### config.mk
export PLATFORM = sky130hd
export DESIGN_NAME = pc_sequencer
export DESIGN_NICKNAME = d
export VERILOG_FILES = /design/src/rtl/pc_sequencer_pkg.sv /design/src/rtl/pc_next_sel.sv /design/src/rtl/pc_sequencer.sv
export SDC_FILE = /design/constraint.sdc
export NUM_CORES = 1
export LEC_CHECK = 0
export ABC_AREA = 1
export BUFFER_PORTS_ARGS = -buffer_cell sky130_fd_sc_hd__buf_2
export CAP_MARGIN = 20
export CORE_AREA = 2 2 111 113
export DETAILED_ROUTE_END_ITERATION = 12
export DIE_AREA = 0 0 113 115
export MAX_ROUTING_LAYER = met4
export PLACE_DENSITY_LB_ADDON = 0.25
export SLEW_MARGIN = 40
export SYNTH_ARGS = -nofsm -noshare
export SYNTH_HDL_FRONTEND = slang
export SYNTH_SLANG_ARGS = --single-unit
### constraint.sdc
create_clock -name clock -period 1.7 [get_ports clock]
set_input_delay 0.085 -clock clock [delete_from_list [all_inputs] [get_ports clock]]
set_output_delay 0.085 -clock clock [all_outputs]
set_load 0.01 [all_outputs]
### src/rtl/pc_sequencer_pkg.sv
// Shared definitions for the 9-bit-instruction core sequencer.
// The decoder and the testbench use the same state encoding and width defaults.
package pc_sequencer_pkg;

   localparam int PC_W_DEF    = 10;
   localparam int INSTR_W_DEF = 9;
   localparam int CNT_W_DEF   = 16;

   typedef enum logic [2:0] {
      ST_IDLE  = 3'd0,
      ST_FETCH = 3'd1,
      ST_EXEC  = 3'd2,
      ST_MEM   = 3'd3,
      ST_HALT  = 3'd4
   } seq_state_e;

endpackage

### src/rtl/pc_next_sel.sv
// Next-PC selection: a jump beats a taken branch, and a taken branch beats
// sequential flow. Sequential flow wraps modulo 2^PC_W.
module pc_next_sel
   import pc_sequencer_pkg::*;
#(
   parameter int PC_W = PC_W_DEF
) (
   input  logic [PC_W-1:0] pc,
   input  logic            jmp_ctrl,
   input  logic            branch,
   input  logic            branch_taken,
   input  logic [PC_W-1:0] target_addr,
   output logic [PC_W-1:0] next_pc
);

   always_comb begin
      next_pc = pc + PC_W'(1);
      if (jmp_ctrl || (branch && branch_taken)) begin
         next_pc = target_addr;
      end
   end

endmodule

### src/rtl/pc_sequencer.sv
// Multi-cycle fetch/execute sequencer: owns the PC and instruction register,
// handshakes both memories, and emits one register-file commit per instruction.
module pc_sequencer
   import pc_sequencer_pkg::*;
#(
   parameter int PC_W    = PC_W_DEF,
   parameter int INSTR_W = INSTR_W_DEF,
   parameter int CNT_W   = CNT_W_DEF
) (
   input  logic               clock,
   input  logic               reset_n,
   input  logic               start,
   output logic               imem_req,
   output logic [PC_W-1:0]    imem_addr,
   input  logic               imem_ready,
   input  logic [INSTR_W-1:0] imem_data,
   output logic [INSTR_W-1:0] instr,
   output logic               exec_valid,
   input  logic               branch,
   input  logic               branch_taken,
   input  logic               jmp_ctrl,
   input  logic               done_ctrl,
   input  logic               mem_read,
   input  logic               mem_write,
   input  logic               reg_write,
   input  logic [PC_W-1:0]    target_addr,
   output logic               dmem_req,
   output logic               dmem_we,
   input  logic               dmem_ready,
   output logic               reg_write_en,
   output logic [PC_W-1:0]    pc,
   output logic               busy,
   output logic               halted,
   output logic [CNT_W-1:0]   cycle_count
);

   seq_state_e         state_q, state_d;
   logic [PC_W-1:0]    pc_q, pc_d;
   logic [PC_W-1:0]    pend_pc_q, pend_pc_d;
   logic [PC_W-1:0]    exec_next_pc;
   logic [INSTR_W-1:0] instr_q, instr_d;
   logic [CNT_W-1:0]   cnt_q, cnt_d;
   logic               we_q, we_d;
   logic               rw_q, rw_d;
   logic               exec_commit;
   logic               mem_commit;
   logic               busy_w;

   pc_next_sel #(.PC_W(PC_W)) u_pc_next_sel (
      .pc           (pc_q),
      .jmp_ctrl     (jmp_ctrl),
      .branch       (branch),
      .branch_taken (branch_taken),
      .target_addr  (target_addr),
      .next_pc      (exec_next_pc)
   );

   assign busy_w = (state_q == ST_FETCH) || (state_q == ST_EXEC) || (state_q == ST_MEM);

   // Decoder flags are looked at only in EXEC; a memory instruction carries
   // its commit information (next PC, reg_write, store/load) into MEM.
   always_comb begin
      state_d     = state_q;
      pc_d        = pc_q;
      pend_pc_d   = pend_pc_q;
      instr_d     = instr_q;
      cnt_d       = cnt_q;
      we_d        = we_q;
      rw_d        = rw_q;
      exec_commit = 1'b0;
      mem_commit  = 1'b0;

      if (busy_w && (cnt_q != {CNT_W{1'b1}})) begin
         cnt_d = cnt_q + CNT_W'(1);
      end

      case (state_q)
         ST_IDLE, ST_HALT: begin
            if (start) begin
               state_d = ST_FETCH;
               pc_d    = '0;
               cnt_d   = '0;
            end
         end
         ST_FETCH: begin
            if (imem_ready) begin
               instr_d = imem_data;
               state_d = ST_EXEC;
            end
         end
         ST_EXEC: begin
            if (done_ctrl) begin
               state_d = ST_HALT;
            end else if (mem_read || mem_write) begin
               state_d   = ST_MEM;
               we_d      = mem_write;
               rw_d      = reg_write;
               pend_pc_d = exec_next_pc;
            end else begin
               state_d     = ST_FETCH;
               exec_commit = 1'b1;
               pc_d        = exec_next_pc;
            end
         end
         ST_MEM: begin
            if (dmem_ready) begin
               state_d    = ST_FETCH;
               mem_commit = 1'b1;
               pc_d       = pend_pc_q;
            end
         end
         default: state_d = ST_IDLE;
      endcase
   end

   always_ff @(posedge clock or negedge reset_n) begin
      if (!reset_n) begin
         state_q   <= ST_IDLE;
         pc_q      <= '0;
         pend_pc_q <= '0;
         instr_q   <= '0;
         cnt_q     <= '0;
         we_q      <= 1'b0;
         rw_q      <= 1'b0;
      end else begin
         state_q   <= state_d;
         pc_q      <= pc_d;
         pend_pc_q <= pend_pc_d;
         instr_q   <= instr_d;
         cnt_q     <= cnt_d;
         we_q      <= we_d;
         rw_q      <= rw_d;
      end
   end

   assign imem_req     = (state_q == ST_FETCH);
   assign imem_addr    = pc_q;
   assign instr        = instr_q;
   assign exec_valid   = (state_q == ST_EXEC);
   assign dmem_req     = (state_q == ST_MEM);
   assign dmem_we      = (state_q == ST_MEM) && we_q;
   assign reg_write_en = (exec_commit && reg_write) || (mem_commit && rw_q);
   assign pc           = pc_q;
   assign busy         = busy_w;
   assign halted       = (state_q == ST_HALT);
   assign cycle_count  = cnt_q;

endmodule

### After elaboration in Yosys (flattened, before gate mapping)

Index checks and enable logic that the tools add are counted.

| word-level totals | value |
|---|---|
| bits in read-only memories | 0 |
| logic and storage cells | 57 |
| bits in latches | 0 |
| bits of input ports | 31 |
| bits in writable memories | 0 |
| bits in registers | 50 |
| memories kept | 0 |
| output and inout port bits | 52 |

| operators by class | value |
|---|---|
| $mul | 0 |
| $add $sub $neg | 2 |
| $lt $le $gt $ge | 0 |
| reduce and logical (&&, ||, !) cells | 17 |
| equality and inequality tests | 10 |
| muxes and demuxes | 20 |
| divide/modulo/power cells | 0 |
| shift operators | 0 |
| bitwise gates (word level) | 1 |

Operators with widths:

| kind | number |
|---|---|
| two-way mux 10 bit | 5 |
| two-way mux 16 bit | 3 |
| case mux 10 bit (3 select lines) | 1 |
| adder 16 x 1 -> 16 bit (second input constant) | 1 |
| inequality test 16 bit (second input constant) | 1 |
| two-way mux 3 bit | 4 |
| case mux 3 bit (4 select lines) | 1 |
| adder 10 x 1 -> 10 bit (second input constant) | 1 |
| == test 3 x 2 -> 1 bit (second input constant) | 2 |
| inequality test 2 bit (second input constant) | 3 |
| AND reduction 3 bit | 2 |
| logical AND 1 bit | 5 |
| logical OR 1 bit | 5 |
| two-way mux 1 bit | 5 |
| AND reduction 5 bit | 1 |
| inequality test 2 x 1 -> 1 bit (second input constant) | 2 |
| == test 3 x 1 -> 1 bit (second input constant) | 1 |
| == test 3 bit (second input constant) | 1 |
| logical NOT 3 bit | 1 |
| nonzero test 3 bit | 1 |
| two-way mux 2 bit | 1 |
| AND reduction 2 bit | 1 |
| OR reduction 2 bit | 1 |
| inverter 1 bit | 1 |

### Depth between registers and ports, before layout

Gate-level depths: netlist of run 1.

| depth | value |
|---|---|
| depth after elaboration | 7 |
| mapped depth | 11 |
| mapped depth without buffers | 10 |

### Modules after synthesis

A second synthesis of run 1 with hierarchy kept.

| second synthesis, totals | value |
|---|---|
| cell total of the unflattened synthesis | 398 |
| area total of the unflattened synthesis | 3037.9 µm² |

By module, submodules not included:

| module | seq. area each (µm²) | instances | cells an instance | area an instance (µm²) |
|---|---|---|---|---|
| pc_sequencer | 1251.2 | 1 | 337 | 2716.4 |
| pc_next_sel | 0.0 | 1 | 61 | 321.6 |

### Worst setup path after synthesis of run 1

No wires, ideal clock.

| timing path | value |
|---|---|
| kind | reg2reg |
| from | register cnt_q[0], in the netlist cycle_count[0] |
| to | register cnt_q[8], in the netlist cycle_count[8] |
| library setup time | 0.117 ns |
| required time | 1.583 ns |
| arrival | 1.485 ns |
| clock period less this slack | 1.602 ns |
| cell stages (with the launch flop) | 12 |
| buffers on the path | 1 |
| setup slack | 0.098 ns |
| cells stage by stage | dfrtp_1 ha_1 nand2_1 nor2_2 nand2_1 nor2_2 nor2_4 buf_6 nand2_1 o21ai_1 o21ai_1 inv_1 |

| between the ends | value |
|---|---|
| longest elaborated chain between the ends | 5 |
| elaborated cells on any way between the ends | 6 |
| those cells by class | add/sub: 1; eq/ne: 1; mux: 3; reduce/logical: 1 |

RTL lines:

| element | RTL line | RTL |
|---|---|---|
| start: declaration | pc_sequencer.sv:42 | `logic [CNT_W-1:0] cnt_q, cnt_d;` |
| start signal: assignment | pc_sequencer.sv:130 | `cnt_q <= cnt_d;` |
| branches (longest 2 deep; another with adder 16 x 1 -> 16 bit) | n/a |  |
| two-way mux 16 bit * | pc_sequencer.sv:73 | `if (busy_w && (cnt_q != {CNT_W{1'b1}})) begin` |
| two-way mux 16 bit | pc_sequencer.sv:79 | `if (start) begin` |
| two-way mux 16 bit * | pc_sequencer.sv:77 | `case (state_q)` |
| net cnt_d[8] | pc_sequencer.sv:42 |  |

Mark *: on every way through the listed nets, which the timed path passes.
A chain may end at the register's enable or synchronous reset.

### Final worst setup path of run 1

| timing path | value |
|---|---|
| from | register state_q[1] |
| to | output reg_write_en |

| between the ends | value |
|---|---|
| longest elaborated chain between the ends | 4 |
| elaborated cells on any way between the ends | 7 |
| those cells by class | eq/ne: 2; mux: 2; reduce/logical: 3 |

RTL lines:

| element | RTL line | RTL |
|---|---|---|
| start: declaration | pc_sequencer.sv:37 | `seq_state_e state_q, state_d;` |
| start signal: assignment | pc_sequencer.sv:126 | `state_q <= state_d;` |
| == test 3 x 2 -> 1 bit | pc_sequencer.sv:77 |  |
| two-way mux 1 bit | pc_sequencer.sv:77 |  |
| logical AND 1 bit | pc_sequencer.sv:142 | `assign reg_write_en = (exec_commit && reg_write) \|\| (mem_commit && rw_q);` |
| logical OR 1 bit * | pc_sequencer.sv:142 |  |
| end: declaration | pc_sequencer.sv:30 | `output logic reg_write_en,` |

Mark *: on every way between the ends. The rest lies on a longest branch, timed or not.

==> results of run 1 <==
==> cell type report <==
class                   instances  area (µm²)
repair buffers                111         682
multi-input cells             272        1350
well taps                     147         184
flip-flops and latches         50        1250
inverters                      51         191
clock inverters                 2        16.3
clock buffers                   6         139
fillers                      1305        7990
==> worst reg2reg max path, cell delays in order, from the launching register on <==
cell	delay [ps]
sky130_fd_sc_hd__dfrtp_1	380
sky130_fd_sc_hd__ha_1	210
sky130_fd_sc_hd__nand2_1	80
sky130_fd_sc_hd__nor2_2	40
sky130_fd_sc_hd__nand2_1	110
sky130_fd_sc_hd__nor2_2	80
sky130_fd_sc_hd__nor2_4	260
sky130_fd_sc_hd__nand2_1	120
sky130_fd_sc_hd__o21ai_1	140
sky130_fd_sc_hd__nor2_1	50
==> layer usage <==
metal | up-vias | share of wire, % | GRT usage, %
met5 | - | 0 | -
met3 | 7 | 4.3 | 2.74
met2 | 73 | 48 | 22.7
met1 | 1322 | 47 | 16.9
li1 | 1425 | - | -
met4 | 0 | 1.4 | 4.88
==> logic make-up after synthesis <==
logic type / synth area share [%]
fa+ha+maj: 0.865
mux: 3.50
flops: 43.3
compound gates: 10.1
buf+inv: 11.1
simple gates: 30.6
xor+xnor: 0.606
==> worst paths after layout <==
| kind | from | endpoint | slack [ps] | depth (start not counted) |
|---|---|---|---|---|
| worst min register to register | pend_pc_q[0]$_DFFE_PN0P_ | pend_pc_q[0]$_DFFE_PN0P_ | 480 | 2 |
| worst max register to register | cycle_count[0]$_DFF_PN0_ | cycle_count[10]$_DFF_PN0_ | 130 | 9 |
| worst max-delay path | state_q[1]$_DFFE_PN0P_ | reg_write_en | 100 | 5 |
| min in group asynchronous | reset_n | cycle_count[5]$_DFF_PN0_ | 280 | 2 |
| max in group asynchronous | reset_n | state_q[2]$_DFFE_PN0P_ | 870 | 3 |
| worst min-delay path | mem_write | we_q$_DFFE_PN0P_ | 20 | 3 |
==> cell usage in the layout (no fill, tap or decap), types with 3 or more instances in the layout <==
cell / instances
sky130_fd_sc_hd__nand4_1: 5
sky130_fd_sc_hd__buf_2: 82
sky130_fd_sc_hd__a31oi_1: 3
sky130_fd_sc_hd__nand3_1: 27
sky130_fd_sc_hd__nand2_1: 108
sky130_fd_sc_hd__or2_2: 5
sky130_fd_sc_hd__dlygate4sd3_1: 10
sky130_fd_sc_hd__o21ai_0: 10
sky130_fd_sc_hd__a21oi_1: 26
sky130_fd_sc_hd__inv_1: 45
sky130_fd_sc_hd__o21ai_1: 12
sky130_fd_sc_hd__dfrtp_1: 49
sky130_fd_sc_hd__inv_2: 6
sky130_fd_sc_hd__buf_4: 16
sky130_fd_sc_hd__nor2_1: 42
sky130_fd_sc_hd__nor2_4: 6
sky130_fd_sc_hd__nor2_2: 5
sky130_fd_sc_hd__clkbuf_16: 5
sky130_fd_sc_hd__mux2_1: 9
==> report_power, final <==
group | internal, mW | switching (mW) | leakage (nW)
Combinational | 1.21 | 1.78 | 1.26
Clock | 0.592 | 0.481 | 0.0735
Sequential | 1.68 | 0.438 | 0.627
==> sequential cells by signal (all words and copies together), names as in the netlist <==
register and flops:
cycle_count 16, state_q 3, we_q 1, imem_addr 10, rw_q 1, instr 9, pend_pc_q 10
==> through the flow <==
step           area (µm²)  instances  setup TNS (ps)
3_3_place_gp         3490        615               0
2_1_floorplan        2890        390               0
3_5_place_dp         3490        615               0
5_1_grt              3820        639           -42.9
6_report             3820        639               0
4_1_cts              3780        636               0
==> repair_timing <==
| item | CTS | global route |
|---|---|---|
| setup buffers | 3 | 2 |
| setup endpoints to repair | 1 | 22 |
| hold endpoints to repair | 28 | 0 |
| pin swaps | 0 | 1 |
| hold buffers | 10 | 0 |
| gates resized for setup | 4 | 3 |
| gates cloned | 0 | 1 |
==> impl_results.rst, run 1 <==
.. list-table::
   :header-rows: 1

   * - Metric
     - Value
   * - Post-synth top flop
     - sky130_fd_sc_hd__dfrtp_1
   * - Clock tree from TritonCTS
     - built
   * - Synthesis warning total
     - 0
   * - Slack of the critical path
     - 101 ps
   * - Gate count after technology mapping
     - 390
   * - Final core utilization
     - 32.3%
   * - Horiz. Die Dim
     - 113 µm
   * - First-pass GRT wire length
     - 13900 µm
   * - Pin slew with the least headroom to its limit
     - 502 ps
   * - Mean cell area of the mapped netlist
     - 7.42 µm²
   * - Type of the most critical hold path
     - in -> reg
   * - Number of nets with antenna violations after detailed routing
     - 0
   * - Count of TritonRoute iterations in the first routing pass
     - 8
   * - Delay of the slowest critical-path stage
     - 470 ps
   * - Maximum number of pins on one net before global-route repair
     - 32
   * - Post-synth top area share
     - 43.3%
   * - Worst-path clk slew
     - 70 ps
   * - Highest clock rate
     - 625 MHz
   * - Cell accounting for the most synthesized area
     - sky130_fd_sc_hd__dfrtp_1
   * - Kind of launch point of the worst setup path
     - register
   * - Minimum setup slack after placement
     - 29.9 ps
   * - Worst hold slack after final layout
     - 20.7 ps
   * - Category of cells accounting for the largest share of critical-path delay
     - flip-flops
   * - Share of cells above drive strength 1
     - 28.3%
   * - Initial core utilization
     - 24.5%
   * - Worst path cell trace
     - nand2_2 -> nor2_4 -> inv_2 -> o41ai_2 -> buf_2
   * - EDFF count, synth
     - 0
   * - Biggest fanout along the worst timing path
     - 4
   * - Unique cell type count in the Yosys netlist
     - 30
   * - Final routed wire length divided by cell count
     - 12.6 µm
   * - Number of I/O pins
     - 83
   * - GPL Wtd Cong
     - 0.788
   * - Number of global-route vias before repair
     - 2858
   * - # rows
     - 40
   * - Latest clock arrival within the worst-skew pair
     - 300 ps
   * - Slew headroom
     - 66.5%
   * - Largest cells by area after synthesis
     - sky130_fd_sc_hd__dfrtp_1 (43%), sky130_fd_sc_hd__nand2_1 (14%), sky130_fd_sc_hd__inv_1 (5.8%)
   * - Post-DR vias/cell
     - 4.42
   * - Synth top cells by count
     - sky130_fd_sc_hd__nand2_1 (108), sky130_fd_sc_hd__dfrtp_1 (50), sky130_fd_sc_hd__inv_1 (45), sky130_fd_sc_hd__nor2_1 (43), sky130_fd_sc_hd__nand3_1 (27)
   * - Cell type of the slowest stage on the worst timing path
     - sky130_fd_sc_hd__dfrtp_1
   * - Aggregate global-route resource usage
     - 13.8%
   * - Share of the cycle needed by the critical path after routing
     - 94.1%
   * - Crit path buf inv count
     - 2
   * - Crit path required time
     - 1620 ps
   * - Remaining Overflow, GRT
     - 0
   * - IR drop worst, VDD
     - 0.543 mV
   * - Leakage dissipation
     - 1.96 nW
   * - Antenna Cells
     - 0
   * - Max-cap violation count
     - 0
   * - Most numerous cell in the Yosys netlist
     - sky130_fd_sc_hd__nand2_1
   * - Antenna violations before repair
     - 0
   * - CTS root buf
     - sky130_fd_sc_hd__clkbuf_16
   * - Final-report max-slew violation count
     - 0
   * - Run status
     - finished, violations left
   * - Number of synthesized register bits
     - 50
   * - Max Root-Sink Buffers
     - 2
   * - Chip Height
     - 115 µm
   * - TritonCTS sink count
     - 50
   * - Seq/Total Area, Yosys
     - 43.3%
   * - Final period demand of the worst path
     - 1600 ps
   * - Total of endpoints with negative setup slack in the final report
     - 0
   * - CP Class
     - reg -> out
   * - Initial DRC count
     - 171
   * - Final total power
     - 6.18 mW
   * - Area of the mapped netlist
     - 2890 µm²
   * - Number of nets in the layout
     - 524
   * - Number of buffers created by CTS
     - 5
   * - Count of port buffers added during placement
     - 82
   * - Vias after detailed routing
     - 2827
   * - Count of final hold-check violations
     - 0
   * - Detailed Place HPWL
     - 5850 µm
   * - Wirelength, routed
     - 8070 µm
   * - Skew final
     - 5.33 ps
   * - H-Tree Depth
     - 2
   * - Share of synthesized flip-flops with an asynchronous set or reset
     - 100%
   * - Die Outline Area
     - 13000 µm²
   * - Failing checks
     - design-rule violations
   * - Unrepaired setup endpoints after global routing
     - true
   * - Remaining routing DRC violations
     - 6
   * - Data arrival at the endpoint of the critical path
     - 1510 ps
   * - Post-synth net total
     - 423
   * - Area inside the core boundary
     - 11800 µm²
   * - Worst Setup End Kind
     - output port
   * - Area Overhead vs Synth
     - 32.0%
   * - Areal power density over the cells
     - 1620 nW/µm²
Note: power is estimated with default switching activity, not from simulation.
==> run 2: changes to the inputs <==
CELL_PAD_IN_SITES_DETAIL_PLACEMENT = 1   (was unset)
CELL_PAD_IN_SITES_GLOBAL_PLACEMENT = 1   (was unset)
CORE_AREA = 2 2 85 148   (was 2 2 111 113)
DIE_AREA = 0 0 87 150   (was 0 0 113 115)
==> run 2 against run 1 <==
  * The run now ends clean
  * First-iteration DRC count down 48%
  * Critical path depth up 1
  * Non-clock buffer count up 4
  * Power up 5.2%
  * Design area up 1.5%
  * Worst setup slack worse by 53 ps
  * Register-to-register slack worse by 30 ps
  * Fmax down 3.2%
==> impl_results.rst, run 2 (same netlist as run 1, synthesis figures left out) <==
.. list-table::
   :header-rows: 1

   * - Metric
     - Value
   * - Crit path buf inv count
     - 3 (+1)
   * - Category of cells accounting for the largest share of critical-path delay
     - flip-flops
   * - Number of flip-flops in the largest register
     - 16 (unchanged)
   * - Horiz. Die Dim
     - 87 µm (-23%)
   * - Slew headroom
     - 70.9% (+4.3 points)
   * - Post-DR vias/cell
     - 4.61 (+4.2%)
   * - H-Tree Depth
     - 2 (unchanged)
   * - Share of cells above drive strength 1
     - 30.6% (+2.3 points)
   * - Latest clock arrival within the worst-skew pair
     - 290 ps (about the same)
   * - Data arrival at the endpoint of the critical path
     - 1570 ps (+60 ps)
   * - Areal power density over the cells
     - 1680 nW/µm² (+3.6%)
   * - Final total power
     - 6.50 mW (+5.2%)
   * - Critical R2R Capture
     - cycle_count[3]$_DFF_PN0_
   * - Area inside the core boundary
     - 11900 µm² (+0.50%)
   * - Vias after detailed routing
     - 2922 (+3.4%)
   * - Biggest fanout along the worst timing path
     - 4 (unchanged)
   * - Hold path startpoint
     - imem_data[1]
   * - Leading cell type in the layout, fill and taps excluded
     - sky130_fd_sc_hd__nand2_1
   * - Leakage dissipation
     - 1.98 nW (+1.1%)
   * - Worst-path clk slew
     - 70 ps (about the same)
   * - Worst path cell trace
     - inv_2 -> nand2_4 -> nor2_4 -> inv_4 -> o41ai_2 -> buf_2
   * - Maximum number of pins on one net before global-route repair
     - 34 (+6.3%)
   * - GPL Wtd Cong
     - 0.796 (+0.99%)
   * - Pin slew with the least headroom to its limit
     - 437 ps (-65.1 ps)
   * - Aggregate global-route resource usage
     - 15.6% (+1.9 points)
   * - Final-report max-slew violation count
     - 0 (unchanged)
   * - Delay of the slowest critical-path stage
     - 440 ps (-30 ps)
   * - Highest clock rate
     - 605 MHz (-3.2%)
   * - Kind of launch point of the worst setup path
     - register
   * - Worst hold stages
     - 2 (-1)
   * - Remaining routing DRC violations
     - 0 (-6)
   * - Share of the cycle needed by the critical path after routing
     - 97.2% (+3.1 points)
   * - Final routed wire length divided by cell count
     - 15.0 µm (+18%)
   * - Initial DRC count
     - 89 (-48%)
   * - Clock tree from TritonCTS
     - built
   * - Sink of the worst hold path
     - instr[1]$_DFFE_PN0P_
   * - Die Outline Area
     - 13100 µm² (+0.42%)
   * - Detailed Place HPWL
     - 7220 µm (+23%)
   * - Number of nets with antenna violations after detailed routing
     - 0 (unchanged)
   * - Remaining Overflow, GRT
     - 0 (unchanged)
   * - Antenna Cells
     - 0 (unchanged)
   * - Chip Height
     - 150 µm (+30%)
   * - Final period demand of the worst path
     - 1650 ps (+53.1 ps)
   * - Number of nets in the layout
     - 529 (+0.95%)
   * - Number of buffers created by CTS
     - 5 (unchanged)
   * - Max-cap violation count
     - 0 (unchanged)
   * - Reg-to-reg startpoint
     - cycle_count[1]$_DFF_PN0_
   * - Register-to-Register Setup Slack
     - 100 ps (-30 ps)
   * - Number of global-route vias before repair
     - 3128 (+9.4%)
   * - # rows
     - 53 (+33%)
   * - First-pass GRT wire length
     - 15600 µm (+13%)
   * - Unrepaired setup endpoints after global routing
     - true
   * - Total of endpoints with negative setup slack in the final report
     - 0 (unchanged)
   * - CTS root buf
     - sky130_fd_sc_hd__clkbuf_16
   * - Top library cells by usage in the layout, fill and taps aside
     - sky130_fd_sc_hd__nand2_1 (106), sky130_fd_sc_hd__buf_2 (82), sky130_fd_sc_hd__dfrtp_1 (48)
   * - Skew final
     - 8.07 ps (+2.74 ps)
   * - Wirelength, routed
     - 9480 µm (+18%)
   * - Area Overhead vs Synth
     - 34.0%
   * - Worst Setup End Kind
     - output port
   * - TritonCTS sink count
     - 50 (unchanged)
   * - Cell type of the slowest stage on the worst timing path
     - sky130_fd_sc_hd__dfrtp_2
   * - Count of TritonRoute iterations in the first routing pass
     - 4 (-4)
   * - Initial core utilization
     - 24.4% (-0.12 points)
   * - Crit path required time
     - 1620 ps (about the same)
   * - Max Root-Sink Buffers
     - 2 (unchanged)
   * - Type of the most critical hold path
     - in -> reg
   * - Count of final hold-check violations
     - 0 (unchanged)
   * - Count of port buffers added during placement
     - 82 (unchanged)
   * - Worst reg-to-reg path cell count
     - 10 (+1)
   * - CP Class
     - reg -> out
   * - Antenna violations before repair
     - 0 (unchanged)
   * - Worst hold slack after final layout
     - 5.24 ps (-15.4 ps)
   * - Run status
     - completed
   * - IR drop worst, VDD
     - 0.661 mV (+22%)
   * - Number of I/O pins
     - 83 (unchanged)
==> run 2: cell count changes in the layout (fill, tap and decap cells not counted), sizes merged <==
cell	change
nor2	+1
buf	+6
dlygate4sd3	-2
==> run 2: layout make-up <==
class	instances	area, µm²
clock inverter	2	16.3
fill	1506	8000
inverter	51	194
tap	137	171
multi-input combinational	273	1390
clock buffer	6	139
sequential	50	1250
timing repair buffer	115	707
==> run 2: per-layer routing <==
| metal | global-route usage, % | vias to the layer above | share of wire [%] |
|---|---|---|---|
| li1 | - | 1436 | - |
| met1 | 16.7 | 1409 | 40 |
| met2 | 29.2 | 65 | 55 |
| met3 | 1.71 | 12 | 2.6 |
| met4 | 5.00 | 0 | 2.5 |
| met5 | - | - | 0 |
==> run 2: report_power, final <==
part	switching (mW)	internal [mW]
sequential	0.484	1.68
clock	0.487	0.593
combinational	1.90	1.35
==> run 2: timing repair <==
item                       in CTS  in global routing
setup endpoints to repair      10                 26
gates resized for setup         6                 14
hold endpoints to repair       23                  1
hold buffers                    7                  1
pin swaps                       1                  7
gates cloned                    1                  1
buffers inserted                0                  7
==> run 2: worst max-delay path by stage <==
stage,startpoint,end,slack (ps),cells after the start
2_1_floorplan,cycle_count[0]$_DFF_PN0_,cycle_count[8]$_DFF_PN0_,100,11
3_5_place_dp,cycle_count[0]$_DFF_PN0_,cycle_count[2]$_DFF_PN0_,-90,9
3_3_place_gp,cycle_count[0]$_DFF_PN0_,cycle_count[2]$_DFF_PN0_,-8,9
4_1_cts,state_q[2]$_DFFE_PN0P_,reg_write_en,7,7
6_report,state_q[2]$_DFFE_PN0P_,reg_write_en,50,6
5_1_grt,state_q[2]$_DFFE_PN0P_,reg_write_en,-40,6
==> run 2: through the flow <==
step	instances	area (µm²)	util (%)	TNS, ps	setup WS (ps)
floorplan	390	2890	-	0	98.2
global placement	609	3510	29.5	-7.60	-7.60
detailed placement	609	3510	29.5	-297	-86.4
CTS	625	3760	31.7	0	7.08
global route	634	3870	32.6	-45.0	-44.1
finish	634	3870	32.6	0	47.7
